--- config.mk ---
export PLATFORM = sky130hd
export DESIGN_NAME = cpu_phase_sequencer
export DESIGN_NICKNAME = d
export VERILOG_FILES = /design/src/rtl/cpu_phase_sequencer.sv
export SDC_FILE = /design/constraint.sdc
export NUM_CORES = 1
export LEC_CHECK = 0
export BUFFER_PORTS_ARGS = -buffer_cell sky130_fd_sc_hd__buf_2
export CORE_AREA = 2 2 122 124
export DETAILED_ROUTE_END_ITERATION = 10
export DIE_AREA = 0 0 124 126
export GPL_TIMING_DRIVEN = 0
export HOLD_SLACK_MARGIN = 0.05
export PLACE_DENSITY = 0.52
export SYNTH_ARGS = -nofsm -noshare
export SYNTH_HDL_FRONTEND = slang
export SYNTH_SLANG_ARGS = --single-unit
--- constraint.sdc ---
create_clock -name clk -period 6.25 [get_ports clk]
set_input_delay 0.625 -clock clk [delete_from_list [all_inputs] [get_ports clk]]
set_output_delay 0.625 -clock clk [all_outputs]
set_load 0.005 [all_outputs]
--- src/rtl/cpu_phase_sequencer.sv ---
// Phase sequencer for the single-issue RISC-V core: steps each instruction through
// FETCH/DECODE/EXEC/MEM/WB and drives the per-phase enables.
module cpu_phase_sequencer #(
   parameter int unsigned EXEC_CYCLES = 2,
   parameter int unsigned CNT_WIDTH   = 32
) (
   input  logic                 clk,
   input  logic                 rst,
   input  logic                 run_mode,
   input  logic                 step_pulse,
   input  logic                 io_wait_req,
   input  logic                 io_ack,
   input  logic                 halt_req,
   input  logic                 resume,
   output logic                 fetch_en,
   output logic                 mem_en,
   output logic                 mem_commit,
   output logic                 reg_we_en,
   output logic                 pc_en,
   output logic                 io_waiting,
   output logic                 halted,
   output logic [2:0]           state_o,
   output logic [CNT_WIDTH-1:0] instret,
   output logic [CNT_WIDTH-1:0] stall_cnt
);

   typedef enum logic [2:0] {
      S_PAUSE  = 3'd0,
      S_FETCH  = 3'd1,
      S_DECODE = 3'd2,
      S_EXEC   = 3'd3,
      S_MEM    = 3'd4,
      S_WB     = 3'd5,
      S_HALT   = 3'd6
   } state_e;

   localparam logic [3:0] EXEC_LAST = 4'(EXEC_CYCLES - 1);

   state_e               state_q, state_d;
   logic [3:0]           exec_cnt_q, exec_cnt_d;
   logic [CNT_WIDTH-1:0] instret_q, instret_d;
   logic [CNT_WIDTH-1:0] stall_cnt_q, stall_cnt_d;
   logic                 mem_stall;

   // A MEM cycle stalls only while the switch read is still unconfirmed.
   assign mem_stall = (state_q == S_MEM) && io_wait_req && !io_ack;

   always_comb begin
      // NOTE: every signal written here gets a default first so no latch is inferred.
      state_d     = state_q;
      exec_cnt_d  = '0;
      instret_d   = instret_q;
      stall_cnt_d = stall_cnt_q;
      unique case (state_q)
         S_PAUSE:  if (run_mode || step_pulse) state_d = S_FETCH;
         S_FETCH:  state_d = S_DECODE;
         S_DECODE: state_d = S_EXEC;
         S_EXEC: begin
            if (exec_cnt_q == EXEC_LAST) state_d = S_MEM;
            else                         exec_cnt_d = exec_cnt_q + 4'd1;
         end
         S_MEM: begin
            if (mem_stall) stall_cnt_d = stall_cnt_q + CNT_WIDTH'(1);
            else           state_d = S_WB;
         end
         S_WB: begin
            instret_d = instret_q + CNT_WIDTH'(1);
            if (halt_req)      state_d = S_HALT;
            else if (run_mode) state_d = S_FETCH;
            else               state_d = S_PAUSE;
         end
         S_HALT:   if (resume) state_d = run_mode ? S_FETCH : S_PAUSE;
         // Encoding 7 is unreachable in normal operation; fall back to PAUSE.
         default:  state_d = S_PAUSE;
      endcase
   end

   // NOTE: sequential state uses non-blocking assignments and the asynchronous reset
   // clears every flop immediately, even mid-instruction.
   always_ff @(posedge clk or posedge rst) begin
      if (rst) begin
         state_q     <= S_PAUSE;
         exec_cnt_q  <= '0;
         instret_q   <= '0;
         stall_cnt_q <= '0;
      end else begin
         state_q     <= state_d;
         exec_cnt_q  <= exec_cnt_d;
         instret_q   <= instret_d;
         stall_cnt_q <= stall_cnt_d;
      end
   end

   assign fetch_en   = (state_q == S_FETCH);
   assign mem_en     = (state_q == S_MEM);
   assign mem_commit = (state_q == S_MEM) && !mem_stall;
   assign io_waiting = mem_stall;
   assign reg_we_en  = (state_q == S_WB);
   assign pc_en      = (state_q == S_WB);
   assign halted     = (state_q == S_HALT);
   assign state_o    = state_q;
   assign instret    = instret_q;
   assign stall_cnt  = stall_cnt_q;

endmodule
==> results.md <==
- Synth area leader: dfrtp_1
- Register area: 1777 um^2
- FMAX: 400.3 MHz
- Post-Route Setup TNS: 0 ps
- Max IR drop VDD: 0.1659 mV
- Final WL: 8364 um
- CP endpoint kind: output pin
- Post-CTS resize count: 0
- Clk sink count: 71
- Leakage: 2.087 nW
- Clock transition at path regs: 60 ps
- Post-route ant nets: 0
- Synth cell count leaders: dfrtp_1, xnor2_1, nand4_1
- GPL Wtd Cong: 0.7522
- Vias in the first global route: 2630
- Yosys synthesis warning count: 0
- Area occupied by multi-input gates: 1504 um^2
- Worst slew pin tran: 1348 ps
- Vias/cell: 4.438
- Post-DP HPWL: 6110 um
- Row Count: 44
- Area Overhead vs Synth: 28.71%
- Max Cap Viol: 0
- Layout cell share with drive strength beyond 1: 27.38%
- Worst setup startpoint: state_o[0]$_DFFE_PP0P_
- Die extent in x: 124 um
- CP max stage delay: 390 ps
- Post-synth EDFFs: 0
- Share of the synthesized area in the top cell type: 52.75%
- CP max stage cell: dfrtp_1
- Synth top area cells: dfrtp_1, xnor2_1, nand4_1
- GRT Resource Usage Total: 11.57%
- Pre-CTS setup slack: 3664 ps
- Drc violations: 0
- IO Pins: 82
- RSZ-0062 raised after global routing: false
- Total number of H-tree levels: 3
- Pwr Total: 0.001259 W
- Distinct cell type count after synthesis: 38
- Slew margin rel.: 9.335%
- Synthesized net count: 323
- Crit path time final: 2498 ps
- Clk_skew: 7.180 ps
- First-pass GRT wire length: 13860 um
- Initial Util: 23.53%
- R2R setup slack: 3760 ps
- Clock root cell: clkbuf_16
- Data arrival time of the critical path: 1870 ps
- Clock Tree Buf Depth: 2
- Core Region: 14310 um^2
- Fin. Hold Viols: 0
- Yosys reg bits: 71
- CP Max Fanout: 10
- Worst reg2reg path startpoint: state_o[1]$_DFFE_PP0P_
- Register area share after synthesis: 52.75%
- Mapped Area: 3368 um^2
- IO buf count: 81
- Gr ovfl total: 0
- Via count: 2632
- Syn Inst Count: 311
- Final worst slack: 3752 ps
- Pins Over Slew Limit: 0
- Final core utilization: 30.29%
- Nets: 416
- Final Cycle Share: 39.97%
- Synth Flop Type: dfrtp_1
- Total CTS buffers: 9
- Status: completed
- Min-Delay Path Class: primary input to async pin
- Mean Syn Cell Area: 10.83 um^2
- Initial antenna violation count: 0
- Cell with the most instances after synthesis: dfrtp_1
- Crit path required time: 5620 ps
- Largest net degree at the start of global routing: 40
- Setup Fix Bufs, Post-CTS: 0
- Die Ht: 126 um
- Power per cell area: 290.3 nW/um^2
- Ys async rst share: 100.0%
- Die area: 15620 um^2
- Worst Path Buf+Inv: 5
- Final instance area: 4335 um^2
- WL/cell: 14.10 um
- Area post-placement: 4026 um^2
- Crit-path cells: buf_6 > or3b_1 > buf_2 > inv_1 > nand2_1 > inv_1 > buf_2
- Startpoint types: flop
- Post-CTS Hold Buffers: 0
- Final setup viols: 0
- Worst path top cell family by delay: buffers and inverters
- Setup Crit Path Kind: flop to output pin
- Fillers: 1550
- Starting DRT DRC Count: 127
- CTS tree: done
- Worst-skew pair later-pin latency: 340 ps
- Initial DRT Pass Iterations: 4
- Antenna diodes: 0
-- worst register-to-register path, cell delays in order (launching register included) --
cell and delay, ps:
dfrtp_1 390, clkbuf_1 210, nand2b_1 280, nor4_1 650
clkbuf_1 500, nand4_1 190, xnor2_1 160
-- metrics by stage --
step / cells / hold slack [ps]
final: 593 / 296.4
after global routing: 593 / 323.6
after CTS: 593 / 302.9
after detailed placement: 577 / 463.8
after global placement: 576 / 456.9
after floorplan: 311 / 460.8
-- cell families after synthesis --
group / share of synthesized area (%)
adders and majority gates: 1.486
DFF: 52.75
AOI/OAI and AO/OA: 1.709
xor gates and xnor gates: 16.64
buffers and inverters: 2.600
and+or+nand+nor: 24.81
-- metal layers --
metal / global-route usage (%) / share of wire [%] / wire, um / up-vias
li1: - / - / - / 1265
met1: 14.17 / 45 / 3800 / 1297
met2: 18.13 / 47 / 3899 / 59
met3: 4.755 / 6.3 / 531 / 11
met4: 4.362 / 1.6 / 133 / 0
met5: 0 / 0 / 0 / -
-- cells in the final DEF, fill, tap and decap left out, types with 3 or more instances in the layout --
cell type,instances
dfrtp_1,71
and3_1,8
inv_1,10
ha_1,4
nand2_1,22
clkbuf_16,9
clkbuf_1,6
nor2b_1,4
xor2_1,12
nand4_1,28
xnor2_1,52
buf_2,82
nand3b_1,3
nor3_1,6
and4_1,6
and2_1,4
nor2_1,17
nor4_2,5
nor4_1,3
nand3_1,24
-- where the power goes --
group	internal, W	switching, W	total, W
registers	0.000492	0.0000378	0.000530
logic	0.0000900	0.000113	0.000203
clock network	0.000330	0.000197	0.000526
-- sequential cells by signal, indices dropped and copies added, names as in the netlist --
register	flops
stall_cnt	32
instret	32
state_o	3
exec_cnt_q	4
-- final cells by class --
cell class	instances	share of cell area (%)
clock inverters	5	1.299
repair buffers	82	9.812
multi-input cells	220	34.69
well taps	184	5.310
inverters	11	1.010
flip-flops and latches	71	40.98
plain buffers	9	1.068
clock buffers	11	5.830
-- final timing paths --
path / depth (start not counted) / endpoint
min in group clk: 1 / stall_cnt[31]$_DFFE_PP0P_
min reg2reg: 1 / stall_cnt[31]$_DFFE_PP0P_
max: 7 / io_waiting
max in group asynchronous: 3 / instret[7]$_DFFE_PP0P_
max reg2reg: 6 / instret[28]$_DFFE_PP0P_
min: 2 / stall_cnt[29]$_DFFE_PP0P_
No activity file was read; power rests on OpenSTA's default activity.
